--- src/rtl/spi_xfer_seq.sv ---
// SPI mode-0 byte sequencer between TX/RX FIFOs and the card pins; 1 LOAD + 16*(clk_div+1) + 1 STORE cycles per byte.
// Stalls in LOAD while the TX FIFO is empty or the RX FIFO is full; define SPI_CRC16_EN for a CRC16-CCITT of mosi.
module spi_xfer_seq #(
  parameter int LEN_W = 10,
  parameter int DIV_W = 8
) (
  input  logic             clk,
  input  logic             reset_n,
  input  logic             start,
  input  logic [LEN_W-1:0] len,
  input  logic [1:0]       mode,
  input  logic [DIV_W-1:0] clk_div,
  input  logic             abort,
  output logic             busy,
  output logic             done,
  input  logic [7:0]       tx_q,
  input  logic             tx_empty,
  output logic             tx_rdreq,
  input  logic             rx_full,
  output logic             rx_wrreq,
  output logic [7:0]       rx_data,
  output logic             sclk,
  output logic             mosi,
  input  logic             miso,
  output logic [15:0]      crc16
);

  typedef enum logic [2:0] {S_IDLE, S_LOAD, S_LOW, S_HIGH, S_STORE} state_t;

  state_t           state, state_nxt;
  logic [LEN_W-1:0] remaining, remaining_nxt;
  logic [1:0]       mode_r, mode_nxt;
  logic [DIV_W-1:0] div_r, div_nxt;
  logic [DIV_W-1:0] div_cnt, div_cnt_nxt;
  logic [2:0]       bit_cnt, bit_cnt_nxt;
  logic [7:0]       shreg, shreg_nxt;
  logic [7:0]       rx_data_nxt;
  logic             busy_nxt, done_nxt, tx_rdreq_nxt, rx_wrreq_nxt, sclk_nxt, mosi_nxt;

  logic       tx_used, rx_used, load_go, div_end, aborting, start_ok;
  logic [7:0] load_byte;

  assign tx_used   = (mode_r != 2'b01);
  assign rx_used   = (mode_r != 2'b00);
  assign load_go   = !((tx_used && tx_empty) || (rx_used && rx_full));
  assign div_end   = (div_cnt == div_r);
  assign aborting  = abort && (state != S_IDLE);
  assign start_ok  = (state == S_IDLE) && start && !abort && (len != '0);
  assign load_byte = tx_used ? tx_q : 8'hFF;

  always_ff @(posedge clk or negedge reset_n) begin
    if (!reset_n) state <= S_IDLE;
    else          state <= state_nxt;
  end

  always_comb begin
    state_nxt = state;
    if (aborting) begin
      state_nxt = S_IDLE;
    end else begin
      case (state)
        S_IDLE:  if (start_ok) state_nxt = S_LOAD;
        S_LOAD:  if (load_go) state_nxt = S_LOW;
        S_LOW:   if (div_end) state_nxt = S_HIGH;
        S_HIGH:  if (div_end) state_nxt = (bit_cnt == 3'd7) ? S_STORE : S_LOW;
        S_STORE: state_nxt = (remaining == LEN_W'(1)) ? S_IDLE : S_LOAD;
        default: state_nxt = S_IDLE;
      endcase
    end
  end

  always_comb begin
    busy_nxt      = busy;
    done_nxt      = 1'b0;
    tx_rdreq_nxt  = 1'b0;
    rx_wrreq_nxt  = 1'b0;
    rx_data_nxt   = rx_data;
    sclk_nxt      = sclk;
    mosi_nxt      = mosi;
    remaining_nxt = remaining;
    mode_nxt      = mode_r;
    div_nxt       = div_r;
    div_cnt_nxt   = div_cnt;
    bit_cnt_nxt   = bit_cnt;
    shreg_nxt     = shreg;
    if (aborting) begin
      busy_nxt = 1'b0;
      sclk_nxt = 1'b0;
      mosi_nxt = 1'b1;
    end else begin
      case (state)
        S_IDLE: begin
          if (start && !abort) begin
            if (len == '0) begin
              done_nxt = 1'b1;
            end else begin
              busy_nxt      = 1'b1;
              remaining_nxt = len;
              mode_nxt      = mode;
              div_nxt       = clk_div;
            end
          end
        end
        S_LOAD: begin
          if (load_go) begin
            shreg_nxt    = load_byte;
            tx_rdreq_nxt = tx_used;
            mosi_nxt     = load_byte[7];
            div_cnt_nxt  = '0;
            bit_cnt_nxt  = 3'd0;
          end
        end
        S_LOW: begin
          // Rising edge: the bit on mosi leaves shreg[7] as miso enters at the LSB.
          if (div_end) begin
            sclk_nxt    = 1'b1;
            div_cnt_nxt = '0;
            shreg_nxt   = {shreg[6:0], miso};
          end else begin
            div_cnt_nxt = div_cnt + DIV_W'(1);
          end
        end
        S_HIGH: begin
          if (div_end) begin
            sclk_nxt    = 1'b0;
            div_cnt_nxt = '0;
            if (bit_cnt != 3'd7) begin
              bit_cnt_nxt = bit_cnt + 3'd1;
              mosi_nxt    = shreg[7];
            end
          end else begin
            div_cnt_nxt = div_cnt + DIV_W'(1);
          end
        end
        S_STORE: begin
          if (rx_used) begin
            rx_data_nxt  = shreg;
            rx_wrreq_nxt = 1'b1;
          end
          remaining_nxt = remaining - LEN_W'(1);
          if (remaining == LEN_W'(1)) begin
            done_nxt = 1'b1;
            busy_nxt = 1'b0;
            mosi_nxt = 1'b1;
          end
        end
        default: begin
          busy_nxt = 1'b0;
        end
      endcase
    end
  end

  always_ff @(posedge clk or negedge reset_n) begin
    if (!reset_n) begin
      busy      <= 1'b0;
      done      <= 1'b0;
      tx_rdreq  <= 1'b0;
      rx_wrreq  <= 1'b0;
      rx_data   <= 8'h00;
      sclk      <= 1'b0;
      mosi      <= 1'b1;
      remaining <= '0;
      mode_r    <= 2'b00;
      div_r     <= '0;
      div_cnt   <= '0;
      bit_cnt   <= 3'd0;
      shreg     <= 8'h00;
    end else begin
      busy      <= busy_nxt;
      done      <= done_nxt;
      tx_rdreq  <= tx_rdreq_nxt;
      rx_wrreq  <= rx_wrreq_nxt;
      rx_data   <= rx_data_nxt;
      sclk      <= sclk_nxt;
      mosi      <= mosi_nxt;
      remaining <= remaining_nxt;
      mode_r    <= mode_nxt;
      div_r     <= div_nxt;
      div_cnt   <= div_cnt_nxt;
      bit_cnt   <= bit_cnt_nxt;
      shreg     <= shreg_nxt;
    end
  end

`ifdef SPI_CRC16_EN
  logic [15:0] crc_r;
  logic        crc_adv;

  // Advances on the cycle sclk rises, using the bit currently on mosi.
  assign crc_adv = (state == S_LOW) && div_end && !abort;

  always_ff @(posedge clk or negedge reset_n) begin
    if (!reset_n) begin
      crc_r <= 16'h0000;
    end else if (start_ok) begin
      crc_r <= 16'h0000;
    end else if (crc_adv) begin
      crc_r <= {crc_r[14:0], 1'b0} ^ ((crc_r[15] ^ mosi) ? 16'h1021 : 16'h0000);
    end
  end

  assign crc16 = crc_r;
`else
  assign crc16 = 16'h0000;
`endif

endmodule
--- config.mk ---
export PLATFORM = sky130hd
export DESIGN_NAME = spi_xfer_seq
export DESIGN_NICKNAME = d
export VERILOG_FILES = /design/src/rtl/spi_xfer_seq.sv
export SDC_FILE = /design/constraint.sdc
export NUM_CORES = 1
export LEC_CHECK = 0
export CORE_ASPECT_RATIO = 1.4
export CORE_MARGIN = 3
export CORE_UTILIZATION = 55
export DETAILED_ROUTE_END_ITERATION = 16
export HOLD_SLACK_MARGIN = 0.12
export PLACE_DENSITY_LB_ADDON = 0.2
export SLEW_MARGIN = 20
export SYNTH_ARGS = -nofsm -noshare
export SYNTH_HDL_FRONTEND = slang
export SYNTH_SLANG_ARGS = --single-unit
--- constraint.sdc ---
create_clock -name clk -period 4.4 [get_ports clk]
set_input_delay 0.44 -clock clk [delete_from_list [all_inputs] [get_ports clk]]
set_output_delay 0.44 -clock clk [all_outputs]
set_load 0.01 [all_outputs]
==> flow_metrics.tcl <==
set metrics [dict create \
    antenna_found_initial 0 \
    post-route-period-util_pct 60.1 \
    hold_path.class "in -> async" \
    die_w_um 72.0 \
    dr.pass1.iters 4 \
    dp_cells 434 \
    layout-drive-gt1-share_pct 13.7 \
    crit_end "shreg[5]" \
    final_cells 442 \
    leakagePower_nw 1.66 \
    postCtsSetupBuffers 0 \
    grt_first_pass_wirelength_um 11400 \
    clk_pin_slew_worst_paths_ns 0.10 \
    yosysTopAreaCell "dfrtp_1" \
    pwr-share-clk_pct 15.6 \
    port_buffers 48 \
    antennaDiodeCount 0 \
    final_nets 411 \
    clockBufferDepth 2 \
    tns_ns 0 \
    synth_flop_cell "dfrtp_1" \
    hpwl_um 4930 \
    period_needed_ns 2.64 \
    cts_tree "done" \
    start_util_pct 56.9 \
    wl_um 6750 \
    maxSlewHeadroom_pct 36.9 \
    ys_seq_area_share_pct 41.8 \
    synth_area_leaders "dfrtp_1 (41%), mux2_4 (12%), buf_4 (4.0%)" \
    rsz0062_at_grt "false" \
    worst_ep_arrival_time_ns 2.85 \
    power_mw 1.91 \
    clkSinkCount 56 \
    first_iter_violations 130 \
    ir_drop_v 0.000291 \
    power.density_nw_per_um2 492 \
    final-hold-violation-count 0 \
    ant_nets 0 \
    h-tree-depth 2 \
    cts_root_buffer "clkbuf_8" \
    cts_made_buffers 5 \
    reg2reg_to "shreg[5]" \
    synth_area_per_cell_sq_um 10.2 \
    area_growth_pct 15.5 \
    synth_edf_count 0 \
    cp.required_ns 4.60 \
    grt_pass1_vias 2447 \
    synth_cell_type_count 63 \
    track_usage_pct 19.9 \
    r2r-start "state[2]" \
    fin_worst_skew_ns 0.00655 \
    synth_cells 330 \
    r2r_slack_ns 1.76 \
    io_pins 65 \
    gp_congestion 0.901 \
    critPathMaxFanout 22 \
    crit_type "reg -> reg" \
    insertion_delay_ns 0.31 \
    yosys_warnings 0 \
    max-cap-violations 0 \
    drc 0 \
    ctsResizeCount 0 \
    fin_area_sq_um 3880 \
    coreArea_sq_um 5900 \
    setup_violations 0 \
    ctsHoldBuffers 0 \
    status "finished clean" \
    placed_area_sq_um 3770 \
    wl_per_cell_um 15.3 \
    die_area_sq_um 7090 \
    die_h_um 98.5 \
    internal_power_mw 1.20 \
    viasPerCell 5.69 \
    utilization_pct 65.7 \
    yosys.area.top_type_share_pct 41.0 \
    fmax_mhz 378 \
    critPathLaunchType "flip-flop" \
    r2r_cells 5 \
    cp-end-kind "flip-flop" \
    maxSlewViolCount 0 \
    num_vias 2517 \
    overflow 0 \
    ys_seq_elements 56 \
    startpoint "state[2]" \
    p_seq_share_pct 47.5 \
    grt_max_degree 57 \
    fp-row-count 33 \
    netSwitchingFraction_pct 37.1 \
    tightest_slew_ns 0.946 \
    async_flop_share_pct 100 \
    comb_power_share_pct 36.9 \
    switchingPower_mw 0.708 \
    netlist_area_sq_um 3360 \
]
-- stage by stage --
stage,setup WS [ns],hold WS [ns]
floorplan,2.44,0.144
global placement,1.76,0.487
detailed placement,1.67,0.490
CTS,1.78,0.283
global route,1.56,0.299
finish,1.76,0.246
-- power groups by stage --
stage / logic [mW] / clock network, mW / registers, mW
floorplan: 0.605 / 0 / 0.841
detailed placement: 0.705 / 0 / 0.916
finish: 0.705 / 0.297 / 0.906
CTS: 0.707 / 0.308 / 0.905
global placement: 0.690 / 0 / 0.911
global route: 0.789 / 0.326 / 0.943
-- cell usage after synthesis, types with 2 or more instances --
cell / number
a211oi_1: 3
a21oi_1: 17
a22o_1: 2
a22oi_1: 3
a31oi_1: 3
and3_1: 2
and4b_1: 2
buf_2: 2
buf_4: 18
buf_6: 5
clkbuf_1: 5
dfrtp_1: 55
ha_1: 5
inv_1: 9
mux2_1: 2
mux2_4: 26
mux2i_1: 3
nand2_1: 29
nand2b_1: 4
nand3_1: 6
nor2_1: 25
nor2b_1: 5
nor3_1: 19
nor3b_1: 2
nor4_1: 2
nor4_2: 2
o211ai_1: 2
o21a_1: 3
o21ai_0: 14
o21ai_1: 5
o22ai_1: 3
o2bb2ai_1: 4
o31ai_1: 3
or3_1: 4
xor2_1: 8
-- registers in the layout (all words and copies together) (netlist names) --
signal,count
bit_cnt,3
busy,1
div_cnt,8
div_r,8
done,1
mode_r,2
mosi,1
remaining,10
rx_data,8
rx_wrreq,1
sclk,1
shreg,8
state,3
tx_rdreq,1
-- area by class of cell --
type | instances | area (sq um)
Inverter | 9 | 33.8
Tap cell | 70 | 87.6
Sequential cell | 56 | 1400
Clock inverter | 2 | 15.0
Clock buffer | 6 | 82.6
Fill cell | 506 | 2030
Timing Repair Buffer | 50 | 490
Multi-Input combinational cell | 249 | 1770
-- critical path, cell delays in order (launching register included) --
cell and delay, ns:
dfrtp_1 0.63, nand2b_1 0.36, nor2_1 0.68, nand2_1 0.11, o21a_1 0.38, mux2_4 0.37
-- how the worst min path moves through the flow --
stage,startpoint,endpoint,slack [ns],cells after the start
2_1_floorplan,reset_n,bit_cnt[0],0.14,0
3_3_place_gp,busy,busy,0.49,1
3_5_place_dp,bit_cnt[1],bit_cnt[1],0.49,1
4_1_cts,reset_n,div_cnt[7],0.28,2
5_1_grt,reset_n,remaining[4],0.30,2
6_report,reset_n,remaining[4],0.25,2
-- cell usage in the layout (no fill, tap or decap), types with 4 or more instances in the layout --
cell type / netlist / routed
nor2_1: 25 / 25
o21ai_0: 14 / 14
a21oi_1: 17 / 17
inv_1: 9 / 9
clkdlybuf4s50_1: 0 / 47
o21ai_1: 5 / 5
nand2_1: 29 / 29
nand2b_1: 4 / 4
ha_1: 5 / 5
nor2b_1: 5 / 5
xor2_1: 8 / 8
dfrtp_1: 55 / 55
nor3_1: 19 / 18
conb_1: 1 / 16
mux2_4: 26 / 26
nand3_1: 6 / 6
or3_1: 4 / 4
clkbuf_8: 0 / 6
o2bb2ai_1: 4 / 4
-- per-layer routing --
| metal | vias to the layer above | GRT usage, % | share of wire (%) |
|---|---|---|---|
| met3 | 15 | 3.16 | 3.5 |
| met4 | 0 | 8.97 | 2.5 |
| met5 | - | 0 | 0 |
| met1 | 1203 | 26.2 | 43 |
| met2 | 65 | 32.0 | 51 |
| li1 | 1234 | - | - |
-- cells by family after synthesis --
family | share of synthesized area, %
fa+ha+maj | 1.86
buf+inv | 7.67
compound gates | 15.3
flops | 41.8
simple gates | 17.7
xor+xnor | 2.09
other cells | 0.112
mux | 13.5
(Power assumes the default switching activity.)
